--- config.mk ---
export PLATFORM = sky130hd
export DESIGN_NAME = ads3241_spi_cfg
export DESIGN_NICKNAME = d
export VERILOG_FILES = /design/src/rtl/ads3241_spi_cfg.sv
export SDC_FILE = /design/constraint.sdc
export NUM_CORES = 1
export LEC_CHECK = 0
export CORE_UTILIZATION = 45
export CTS_CLUSTER_SIZE = 10
export DETAILED_ROUTE_END_ITERATION = 16
export GPL_TIMING_DRIVEN = 0
export PLACE_DENSITY_LB_ADDON = 0.05
export SLEW_MARGIN = 20
export SYNTH_ARGS = -nofsm -noshare
export SYNTH_HDL_FRONTEND = slang
export SYNTH_SLANG_ARGS = --single-unit
--- constraint.sdc ---
create_clock -name sclk -period 1.7 [get_ports sclk]
set_input_delay 0.34 -clock sclk [delete_from_list [all_inputs] [get_ports sclk]]
set_output_delay 0.34 -clock sclk [all_outputs]
set_load 0.03 [all_outputs]
--- src/rtl/ads3241_spi_cfg.sv ---
// ADS3241 configuration sequencer: pulses the ADC hardware reset, writes the
// init register table over 3-wire SPI, then serves single host register writes.
module ads3241_spi_cfg #(
   parameter int CLK_DIV   = 4,
   parameter int RST_PULSE = 16,
   parameter int RST_WAIT  = 1000,
   parameter int NUM_REGS  = 4
) (
   input  logic                     sclk,
   input  logic                     rst,
   input  logic [16*NUM_REGS-1:0]   cfg_table,
   input  logic                     start,
   input  logic                     wr_req,
   input  logic [7:0]               wr_addr,
   input  logic [7:0]               wr_data,
   output logic                     wr_ack,
   output logic                     busy,
   output logic                     cfg_done,
   output logic                     adc_reset,
   output logic                     adc_sen,
   output logic                     adc_sclk,
   output logic                     adc_sdata
);

   localparam int DIV_W   = $clog2(CLK_DIV + 1);
   localparam int IDX_W   = (NUM_REGS > 1) ? $clog2(NUM_REGS) : 1;
   localparam int DLY_A   = (RST_PULSE > RST_WAIT) ? RST_PULSE : RST_WAIT;
   localparam int DLY_MAX = (DLY_A > 2 * CLK_DIV) ? DLY_A : 2 * CLK_DIV;
   localparam int DLY_W   = $clog2(DLY_MAX + 1);

   typedef enum logic [2:0] {
      S_HWRST, S_WAIT, S_LOAD, S_SHIFT, S_HOLD, S_GAP, S_IDLE
   } state_t;

   state_t             state_q, state_d;
   logic [DLY_W-1:0]   dly_q, dly_d;
   logic [DIV_W-1:0]   div_q, div_d;
   logic [3:0]         bit_q, bit_d;
   logic [IDX_W-1:0]   idx_q, idx_d;
   logic [15:0]        sr_q, sr_d;
   logic [15:0]        host_q, host_d;
   logic               init_q, init_d;
   logic               wr_ack_q, wr_ack_d;
   logic               busy_q, busy_d;
   logic               cfg_done_q, cfg_done_d;
   logic               adc_reset_q, adc_reset_d;
   logic               sen_q, sen_d;
   logic               sclk_q, sclk_d;
   logic               sdata_q, sdata_d;
   logic [15:0]        word;

   always_comb begin
      // NOTE: every variable gets its hold value first so no path through the case infers a latch.
      state_d     = state_q;
      dly_d       = dly_q;
      div_d       = div_q;
      bit_d       = bit_q;
      idx_d       = idx_q;
      sr_d        = sr_q;
      host_d      = host_q;
      init_d      = init_q;
      wr_ack_d    = 1'b0;
      busy_d      = busy_q;
      cfg_done_d  = cfg_done_q;
      adc_reset_d = adc_reset_q;
      sen_d       = sen_q;
      sclk_d      = sclk_q;
      sdata_d     = sdata_q;
      word        = init_q ? cfg_table[{idx_q, 4'b0000} +: 16] : host_q;

      case (state_q)
         S_HWRST: begin
            busy_d      = 1'b1;
            adc_reset_d = 1'b1;
            if (dly_q == DLY_W'(RST_PULSE)) begin
               state_d     = S_WAIT;
               dly_d       = DLY_W'(1);
               adc_reset_d = 1'b0;
            end else begin
               dly_d = dly_q + 1'b1;
            end
         end
         S_WAIT: begin
            if (dly_q == DLY_W'(RST_WAIT)) begin
               state_d = S_LOAD;
               idx_d   = '0;
            end else begin
               dly_d = dly_q + 1'b1;
            end
         end
         S_LOAD: begin
            // Bit 15 leaves on the same edge SEN falls; the rest waits in sr.
            state_d = S_SHIFT;
            sdata_d = word[15];
            sr_d    = {word[14:0], 1'b0};
            sen_d   = 1'b0;
            sclk_d  = 1'b0;
            div_d   = DIV_W'(1);
            bit_d   = 4'd0;
         end
         S_SHIFT: begin
            if (div_q == DIV_W'(CLK_DIV)) begin
               div_d = DIV_W'(1);
               if (!sclk_q) begin
                  sclk_d = 1'b1;
               end else begin
                  sclk_d = 1'b0;
                  bit_d  = bit_q + 4'd1;
                  if (bit_q == 4'd15) begin
                     state_d = S_HOLD;
                  end else begin
                     sdata_d = sr_q[15];
                     sr_d    = {sr_q[14:0], 1'b0};
                  end
               end
            end else begin
               div_d = div_q + 1'b1;
            end
         end
         S_HOLD: begin
            if (div_q == DIV_W'(CLK_DIV)) begin
               state_d = S_GAP;
               sen_d   = 1'b1;
               sdata_d = 1'b0;
               dly_d   = DLY_W'(1);
            end else begin
               div_d = div_q + 1'b1;
            end
         end
         S_GAP: begin
            if (dly_q == DLY_W'(2 * CLK_DIV)) begin
               if (init_q && (idx_q != IDX_W'(NUM_REGS - 1))) begin
                  state_d = S_LOAD;
                  idx_d   = idx_q + 1'b1;
               end else begin
                  state_d = S_IDLE;
                  busy_d  = 1'b0;
                  if (init_q) cfg_done_d = 1'b1;
               end
            end else begin
               dly_d = dly_q + 1'b1;
            end
         end
         S_IDLE: begin
            // start outranks a simultaneous host request.
            if (start) begin
               state_d     = S_HWRST;
               dly_d       = DLY_W'(1);
               adc_reset_d = 1'b1;
               cfg_done_d  = 1'b0;
               busy_d      = 1'b1;
               init_d      = 1'b1;
            end else if (wr_req && cfg_done_q) begin
               state_d  = S_LOAD;
               host_d   = {wr_addr, wr_data};
               wr_ack_d = 1'b1;
               busy_d   = 1'b1;
               init_d   = 1'b0;
            end
         end
         default: state_d = S_HWRST;
      endcase
   end

   // NOTE: sequential state uses non-blocking assignments only, so every register samples pre-edge values.
   always_ff @(posedge sclk) begin
      if (rst) begin
         state_q     <= S_HWRST;
         dly_q       <= '0;
         div_q       <= '0;
         bit_q       <= 4'd0;
         idx_q       <= '0;
         sr_q        <= 16'h0000;
         host_q      <= 16'h0000;
         init_q      <= 1'b1;
         wr_ack_q    <= 1'b0;
         busy_q      <= 1'b1;
         cfg_done_q  <= 1'b0;
         adc_reset_q <= 1'b0;
         sen_q       <= 1'b1;
         sclk_q      <= 1'b0;
         sdata_q     <= 1'b0;
      end else begin
         state_q     <= state_d;
         dly_q       <= dly_d;
         div_q       <= div_d;
         bit_q       <= bit_d;
         idx_q       <= idx_d;
         sr_q        <= sr_d;
         host_q      <= host_d;
         init_q      <= init_d;
         wr_ack_q    <= wr_ack_d;
         busy_q      <= busy_d;
         cfg_done_q  <= cfg_done_d;
         adc_reset_q <= adc_reset_d;
         sen_q       <= sen_d;
         sclk_q      <= sclk_d;
         sdata_q     <= sdata_d;
      end
   end

   assign wr_ack    = wr_ack_q;
   assign busy      = busy_q;
   assign cfg_done  = cfg_done_q;
   assign adc_reset = adc_reset_q;
   assign adc_sen   = sen_q;
   assign adc_sclk  = sclk_q;
   assign adc_sdata = sdata_q;

endmodule

# Word-level counts from Yosys, hierarchy flattened
# Cells that the tools add are included.
dict set report word_totals {
  out_inout_bits 7
  reg_bits 62
  input_bits 84
  word_cells 135
}
dict set report op_classes {
  bitwise 2
  reduce_logical 27
  add_sub_neg 4
  n_mux 58
  n_eq_ne 28
  n_shift 1
}
# cell n
set op_table {}
lappend op_table {{2-to-1 mux 16 bit} 4}
lappend op_table {{indexed part select 64 x 7 -> 16 bit} 1}
lappend op_table {{2-to-1 mux 10 bit} 5}
lappend op_table {{case mux 10 bit (5 select lines)} 1}
lappend op_table {{2-to-1 mux 3 bit} 12}
lappend op_table {{!= test 2 bit (second input constant)} 16}
lappend op_table {{case mux 16 bit (2 select lines)} 1}
lappend op_table {{case mux 3 bit (7 select lines)} 1}
lappend op_table {{2-to-1 mux 1 bit} 20}
lappend op_table {{AND reduction 5 bit} 3}
lappend op_table {{equality test 3 bit (second input constant)} 4}
lappend op_table {{AND reduction 4 bit} 3}
lappend op_table {{nonzero test 2 bit} 6}
lappend op_table {{adder 10 x 1 -> 10 bit (second input constant)} 1}
lappend op_table {{equality test 10 bit (second input constant)} 1}
lappend op_table {{equality test 10 x 4 -> 1 bit (second input constant)} 1}
lappend op_table {{equality test 10 x 5 -> 1 bit (second input constant)} 1}
lappend op_table {{AND reduction 2 bit} 5}
lappend op_table {{case mux 3 bit (3 select lines)} 1}
lappend op_table {{2-to-1 mux 4 bit} 2}
lappend op_table {{case mux 1 bit (2 select lines)} 4}
lappend op_table {{case mux 4 bit (2 select lines)} 1}
lappend op_table {{AND reduction 8 bit} 1}
lappend op_table {{equality test 3 x 2 -> 1 bit (second input constant)} 2}
lappend op_table {{other kinds (16)} 23}

# Longest topological paths before layout
# Gate-level depths: netlist of run 1.
dict set report logic_depth {
  word_depth 5
  mapped_depth 8
  mapped_depth_nobuf 7
}

# Worst setup path before layout of run 1
# Ideal clock, no wire load.
dict set report synth_path {
  path_kind {register to register}
  from {reg idx_q[0]}
  to {reg sr_q[10]}
  t_arrival_ns 1.754
  stages_incl_launch_ff 7
  synth_period_minus_slack_ns 1.871
  setup_ns 0.117
  required_time_ns 1.583
  slack_ns -0.171
  path_cell_list {dfxtp_1 -> buf_2 -> buf_2 -> mux4_2 -> mux2i_1 -> o21ai_0 -> a22o_1}
}
dict set report synth_via {
  elab_chain_len 3
}
# element line
set synth_lines {}
lappend synth_lines {{start, declared} 39} ;# logic [IDX_W-1:0] idx_q, idx_d;
lappend synth_lines {{start signal, assigned} 188} ;# idx_q <= idx_d;
lappend synth_lines {{indexed part select 64 x 7 -> 16 bit} 69} ;# word = init_q ? cfg_table[{idx_q, 4'b0000} +: 16] : host_q;
lappend synth_lines {{2-to-1 mux 16 bit} 69}
lappend synth_lines {{case mux 16 bit (2 select lines)} 71} ;# case (state_q)
lappend synth_lines {{end signal, assigned} 189} ;# sr_q <= sr_d;
lappend synth_lines {{end, declared} 40} ;# logic [15:0] sr_q, sr_d;
# No other way between the ends.
# A chain may end at the register's enable or synchronous reset.

# Worst setup path in the final report of run 1
dict set report layout_path {
  from {reg dly_q[0]}
  to {reg dly_q[5]}
}
dict set report layout_via {
  elab_chain_len 3
  elab_cells_between_ends 11
  cone_classes {add/sub: 1; eq/ne: 5; mux: 4; reduce/logical: 1}
}
# element line
set layout_lines {}
lappend layout_lines {{start, declared} 36} ;# logic [DLY_W-1:0] dly_q, dly_d;
lappend layout_lines {{start signal, assigned} 185} ;# dly_q <= dly_d;
lappend layout_lines {{adder 10 x 1 -> 10 bit (tied with other cells)} {80, 88, 141}}
lappend layout_lines {{2-to-1 mux 10 bit (tied with other cells)} 131} ;# if (dly_q == DLY_W'(2 * CLK_DIV)) begin
lappend layout_lines {{case mux 10 bit (5 select lines) or AND reduction 5 bit (tied branches)} n/a}
# Parallel ways exist; a longest one is shown, timed or not. The select of a mux whose other input is x is not followed.

==> results.md, run 1 <==
- Status: finished, violations left
- Failing checks: negative setup slack
- GRT overflow: 0
- Slew headroom: between 60 and 70%
- Fmax: 490.5 MHz
- Area Overhead vs Synth: 51.48%
- # setup viols final: 18
- Clock power frac: 35.6%
- Clk_lat worst skew: around 0.34 ns
- Final hold vios: 0
- Hold endpoint: sr_q[9]$_SDFFE_PP0P_
- Initial antenna violation count: 0
- All-layer global routing usage: 25.97%
- Die ar.: a little over 0.008 mm^2
- Comb pwr share: 23.2%
- Num CTS Buffers: 9
- WL/cell: 17.03 um
- Reg-to-Reg Start: dly_q[0]$_SDFFE_PP0P_
- Pwr dens: between 600 and 700 mW/mm^2
- CTS max path bufs: 2
- Final design area excluding fillers: 0.005364 mm^2
- Min-delay src: sr_q[9]$_SDFFE_PP0P_
- CP Data Required Time: 1.93 ns
- Avg Cell Area, Syn: approximately 9.1 um^2
- DR pass1 iterations: 6
- Reg clk slew, reported paths: 0.07 ns
- Clk sinks: slightly above 60
- Internal power: 2.698 mW
- Post-Syn Area: roughly 0.0035 mm^2
- Synthesis-stage register bit count: 61
- Die H: approximately 91 um
- Sw Share: between 20 and 30%
- Yosys warns: 0
- Unrepaired setup endpoints after global routing: true
- DR iter-0 viols: roughly 160
- Post-CTS Hold Fix Bufs: 0
- Hold depth: 1
- TritonCTS clock tree: built
- EDFF count, synth: 0
- HP Class: flip-flop to flip-flop
- Num ports: 91
- Net load switching power: 1.006 mW
- Max Cap Viol: 0
- Mapped Cells: slightly below 400
- FF-to-FF End: dly_q[5]$_SDFFE_PP0P_
- Vias per cell: between 5 and 6
- Post-synth top flop: dfxtp_1
- Worst r2r path cells: 8
- Post-synth top cells: 61 x dfxtp_1, 42 x nand2_1, 39 x nor2_1, 35 x mux2i_1, 27 x o21ai_0
- Width of the die: 90.71 um
- Worst VDD drop: 461.7 uV
- Worst Path Max Fanout: 5
- Syn_nets: 480
- Post-place setup slack: -0.6802 ns
- Smallest hold slack: 0.4787 ns
- Worst Setup End Kind: flip-flop
- Seq pwr share: roughly two fifths
- Vias: 3614
- Synth cell types: 57
- Final Cycle Share: 119.9%
- CTS H-tree lvls: 3
- Diodes inserted: 0
- Tightest Pin Transition: between 0.5 and 0.6 ns
- Critical Path Source: dly_q[0]$_SDFFE_PP0P_
- Synth async-reset ratio: 0%
- Clock Skew: 0.008228 ns
- Startpoint Class: flip-flop
- Core Region: 0.007447 mm^2
- # nets final: 608
- Share of cells above drive strength 1: 26.82%
- Slew Viols, Final: 0
- Largest net degree at the start of global routing: 11
- CP Class: flip-flop to flip-flop
- WL final: 10570 um
- Util after Layout: 72.03%
- Fillers: 563
- Synth top area share: 34.49%
- Number of global-route vias before repair: 3541
- GP Congestion: between 0.7 and 0.8
- Flop2flop setup slack: -0.34 ns
- Dpl cell area: roughly 0.0046 mm^2
- Leak pwr: a little over 2 nW
- DPL Wire Length: 6918 um
- PnR worst setup slack: -0.3387 ns
- Setup TNS: -4.310 ns
- Seq/Total Area, Yosys: 34.49%
- Antenna Nets Post-Route: 0
- First-pass GRT wire length: approximately 17000 um
- Cell taking the most area after synthesis: dfxtp_1
- Num rows: 31
- Top post-synthesis cells by area: dfxtp_1 34%, mux4_2 10%, mux2i_1 9.9%
- CTS Root Buffer Type: clkbuf_8
- Min cycle time layout: 2.039 ns
- Port bufs: 89
- Most frequent cell after synthesis: dfxtp_1
- DRC viols: 0
- Starting Density: 47.55%
- CP arrival: 2.26 ns
final cells by class:
class	count	area, um^2	share of cell area (%)
clock inverter	4	47.55	0.8864
multi-input combinational	294	2394	44.62
buffer	25	185.2	3.452
clock buffer	11	151.4	2.822
inverter	6	26.28	0.4899
timing repair buffer	121	1195	22.28
tap	99	123.9	2.309
sequential	61	1241	23.14
worst max-delay path by stage:
stage	end	slack (ns)	cells after the start
after floorplan	dly_q[2]$_SDFFE_PP0P_	-0.14	8
after global placement	dly_q[5]$_SDFFE_PP0P_	-0.70	5
after detailed placement	dly_q[5]$_SDFFE_PP0P_	-0.68	5
after CTS	dly_q[5]$_SDFFE_PP0P_	-0.29	6
after global routing	dly_q[5]$_SDFFE_PP0P_	-0.38	8
final	dly_q[5]$_SDFFE_PP0P_	-0.34	8
sequential cells by signal (all words and copies together) (netlist names):
register	cells
cfg_done	1
dly_q	10
adc_reset	1
adc_sdata	1
bit_q	4
adc_sclk	1
sr_q	15
adc_sen	1
wr_ack	1
init_q	1
host_q	16
state_q	3
idx_q	2
busy	1
div_q	3
logic make-up (layout without fill, tap and decap cells):
logic type | after synthesis | after routing | share of synthesized area [%]
multiplexers | 51 | 51 | 20.07
adder cells (fa/ha/maj) | 6 | 6 | 2.120
flip-flops | 61 | 61 | 34.49
AO/OA/AOI/OAI | 95 | 95 | 18.80
buffers and inverters | 35 | 167 | 4.593
AND/OR/NAND/NOR | 141 | 141 | 19.68
XOR/XNOR | 1 | 1 | 0.2474
critical path: stages (launching register included):
cell and delay (ns):
dfxtp_2 0.32, inv_2 0.07, ha_4 0.13, or4bb_4 0.51
nor4_2 0.20, o22a_2 0.25, buf_6 0.13, nor3_1 0.05
a221o_1 0.26
power by group through the flow:
stage / clock network [mW] / logic [mW] / registers, mW
after global placement: 0 / 0.631 / 1.52
after floorplan: 0 / 0.333 / 1.53
after detailed placement: 0 / 0.642 / 1.52
final: 1.32 / 0.859 / 1.53
after global routing: 1.41 / 0.913 / 1.53
after CTS: 1.34 / 0.728 / 1.52
through the flow:
stage	std cells	power, mW
floorplan	390	1.860
global placement	578	2.151
detailed placement	578	2.165
CTS	610	3.582
global route	621	3.846
finish	621	3.704
metal layers:
layer	GRT usage, %	wire length (um)
met1	34.08	4607
met2	42.87	5109
met3	3.956	688
met4	9.812	167
met5	0	0
layout by cell type (no fill, tap or decap), drive strengths merged, types with 2 or more instances in the layout:
master | synthesis | layout
clkdlybuf4s50 | 0 | 82
dfxtp | 61 | 61
nand2 | 42 | 42
buf | 14 | 42
nor2 | 39 | 39
mux2i | 35 | 35
o21ai | 28 | 28
clkbuf | 15 | 25
a21oi | 19 | 19
nor3 | 19 | 19
mux4 | 16 | 16
a22o | 16 | 16
a221o | 9 | 9
nand3 | 9 | 9
ha | 6 | 6
dlygate4sd2 | 0 | 5
nor2b | 5 | 5
inv | 5 | 5
or2 | 4 | 4
and3 | 4 | 4
nor4 | 4 | 4
a22oi | 3 | 3
or4 | 3 | 3
nand2b | 2 | 2
clkinvlp | 0 | 2
a31oi | 2 | 2
a311oi | 2 | 2
clkinv | 1 | 2
dlymetal6s2s | 0 | 2
nor4b | 2 | 2
and2 | 2 | 2
o21a | 2 | 2
o32ai | 2 | 2
timing repair:
item,4_1_cts,5_1_grt
pin swaps,9,6
gates resized for setup,64,43
setup buffers,17,13
setup endpoints to repair,58,57
gates cloned,3,1
Power figures use the tool's default switching activity.
==> run 2: changes to the inputs <==
Settings changed: CTS_CLUSTER_DIAMETER set to 200, PLACE_DENSITY set to 0.82, PLACE_DENSITY_LB_ADDON 0.05 to unset.
==> run 2 against run 1 <==
The run still ends with negative setup slack left. Final cell count fell by 0.81%. Sequential share of layout area grew 0.47 points. Die area stayed put. Critical path depth stayed put. Design area decreased by 1.9%. Critical path type unchanged.
==> results.md, run 2 (synthesis results as in run 1) <==
- Smallest hold slack: 0.4857 ns (+0.007054 ns)
- Final hold vios: 0 (unchanged)
- Status: finished, violations left
- Core Region: 0.007447 mm^2 (unchanged)
- Clock Skew: 0.005999 ns (-0.002229 ns)
- Max Cap Viol: 0 (unchanged)
- Worst r2r path cells: 8 (unchanged)
- Biggest register: host_q
- Area Overhead vs Synth: 48.59%
- Max reg flops: 16 (unchanged)
- Port bufs: 89 (unchanged)
- Most frequent cells in the layout: 83 x clkdlybuf4s50_1, 50 x dfxtp_1, 40 x nand2_1, 36 x nor2_1, 33 x mux2i_1
- Post-CTS Hold Fix Bufs: 0 (unchanged)
- Slew headroom: 58.81% (-1.3 points)
- Startpoint Class: flip-flop
- Regs by FF count: host_q (16), sr_q (15), dly_q (10)
- Num CTS Buffers: 9 (unchanged)
- Num ports: 91 (unchanged)
- # nets final: 602 (-0.99%)
- DRC viols: 0 (unchanged)
- WL met3: 745 um (+8.3%)
- Clk sinks: 61 (unchanged)
- CP Cell Sequence: inv_2, ha_4, or4bb_4, nor3_2, o22a_2, buf_6, nor4b_1, a221o_1
- All-layer global routing usage: 28.29% (+2.3 points)
- Fillers: 535 (-5.0%)
- Share of cells above drive strength 1: 25.34% (-1.5 points)
- Pwr dens: 651.6 mW/mm^2 (-5.6%)
- Failing checks: negative setup slack
- Num rows: 31 (unchanged)
- Top layer in use: met4
- Slowest CP cell: or4bb_4
- Largest net degree at the start of global routing: 11 (unchanged)
- CTS max path bufs: 2 (unchanged)
- Leak pwr: 1.986 nW (-3.8%)
- TritonCTS clock tree: built
- Number of global-route vias before repair: 3680 (+3.9%)
- CTS H-tree lvls: 3 (unchanged)
- WL/cell: 19.40 um (+14%)
- DPL Wire Length: 7863 um (+14%)
- DR iter-0 viols: 427 (+170%)
- Worst Path Max Fanout: 5 (unchanged)
- GP Congestion: 0.8308 (+4.8%)
- CP peak stage delay: 0.50 ns (about the same)
- PnR worst setup slack: -0.3134 ns (+0.02527 ns)
- Hold depth: 1 (unchanged)
- Vias per cell: 6.130 (+5.3%)
- Antenna Nets Post-Route: 0 (unchanged)
- DR pass1 iterations: 8 (+2)
- Width of the die: 90.71 um (unchanged)
- Clk_lat worst skew: 0.35 ns (about the same)
- Reg clk slew, reported paths: 0.07 ns (about the same)
- Worst VDD drop: 466.7 uV (+1.1%)
- Commonest non-fill, non-tap cell in the layout: clkdlybuf4s50_1
- CP arrival: 2.25 ns (about the same)
- Initial antenna violation count: 0 (unchanged)
- DRT met1 WL: 4719 um (+2.4%)
- Fmax: 496.7 MHz (+1.3%)
- Unrepaired setup endpoints after global routing: true
- Vias: 3776 (+4.5%)
- CTS Root Buffer Type: clkbuf_8
- Min cycle time layout: 2.013 ns (-0.02527 ns)
- Total Power: 3.428 mW (-7.4%)
- Worst Setup End Kind: flip-flop
- WL final: 11950 um (+13%)
- Final Cycle Share: 118.4% (-1.5 points)
- Slew Viols, Final: 0 (unchanged)
- CP Class: flip-flop to flip-flop
- Die H: 90.71 um (unchanged)
- First-pass GRT wire length: 18320 um (+7.3%)
- Tightest Pin Transition: 0.6178 ns (+0.01963 ns)
- Die ar.: 0.008227 mm^2 (unchanged)
- Met2 WL: 6078 um (+19%)
- HP Class: flip-flop to flip-flop
- Starting Density: 47.55% (unchanged)
- Diodes inserted: 0 (unchanged)
- CP Data Required Time: 1.94 ns (about the same)
- # setup viols final: 32 (+14)
- GRT overflow: 0 (unchanged)
-- run 2: power by group --
| group | leakage (nW) | switching (mW) | total (mW) | internal, mW |
|---|---|---|---|---|
| registers | 0.497 | 0.0539 | 1.52 | 1.47 |
| clock network | 0.0829 | 0.598 | 1.12 | 0.519 |
| logic | 1.41 | 0.356 | 0.788 | 0.431 |
-- run 2: metrics by stage --
stage	std cells	area, um^2	setup slack (ns)	util, %	TNS [ns]
after detailed placement	578	4586	-0.6577	61.58	-17.35
after global routing	616	5261	-0.3863	70.65	-6.987
after CTS	610	5090	-0.2736	68.35	-4.420
after global placement	578	4586	-0.6353	61.58	-15.32
after floorplan	390	3571	-0.1445	-	-1.309
final	616	5261	-0.3134	70.65	-4.235
-- run 2: repair_timing --
action,in CTS,in global routing
setup endpoints to repair,59,54
gates resized for setup,58,47
cloned,3,0
pin swaps,6,8
buffers inserted,15,7
-- run 2: layer usage --
metal	global-route usage (%)	vias to the layer above
met2	50.06	200
met3	6.397	51
met1	33.68	1815
met4	9.005	0
met5	0	-
li1	-	1710
-- run 2: area by class of cell --
cell class	count	area (um^2)	area share, %
clock inverters	5	27.53	0.5232
repair buffers	114	1139	21.64
inverters	6	26.28	0.4994
flip-flops and latches	61	1242	23.61
multi-input cells	294	2370	45.04
clock buffers	11	131.4	2.497
well taps	99	123.9	2.354
plain buffers	26	201.4	3.829
-- run 2: worst max-delay path: cells and delay by family (launching register included) --
kind,cells,cell delay (ns)
buffers and inverters,2,0.21
AND/OR/NAND/NOR,3,0.71
flip-flops,1,0.32
AO/OA/AOI/OAI,2,0.51
adder cells (fa/ha/maj),1,0.13
-- run 2: worst paths after layout --
| check | startpoint | endpoint | slack, ns |
|---|---|---|---|
| setup / recovery | dly_q[0]$_SDFFE_PP0P_ | dly_q[2]$_SDFFE_PP0P_ | -0.31 |
| hold / removal | sr_q[15]$_SDFFE_PP0P_ | sr_q[15]$_SDFFE_PP0P_ | 0.49 |
| setup reg to reg | dly_q[0]$_SDFFE_PP0P_ | dly_q[2]$_SDFFE_PP0P_ | -0.31 |
| hold reg to reg | sr_q[15]$_SDFFE_PP0P_ | sr_q[15]$_SDFFE_PP0P_ | 0.49 |
==> run 3: changes to the inputs <==
Settings changed: CTS_CLUSTER_DIAMETER 200 to unset, SLEW_MARGIN 20 to 40.
==> results of run 3 <==
No change in the layout: final DEF, timing and power equal those of run 2.
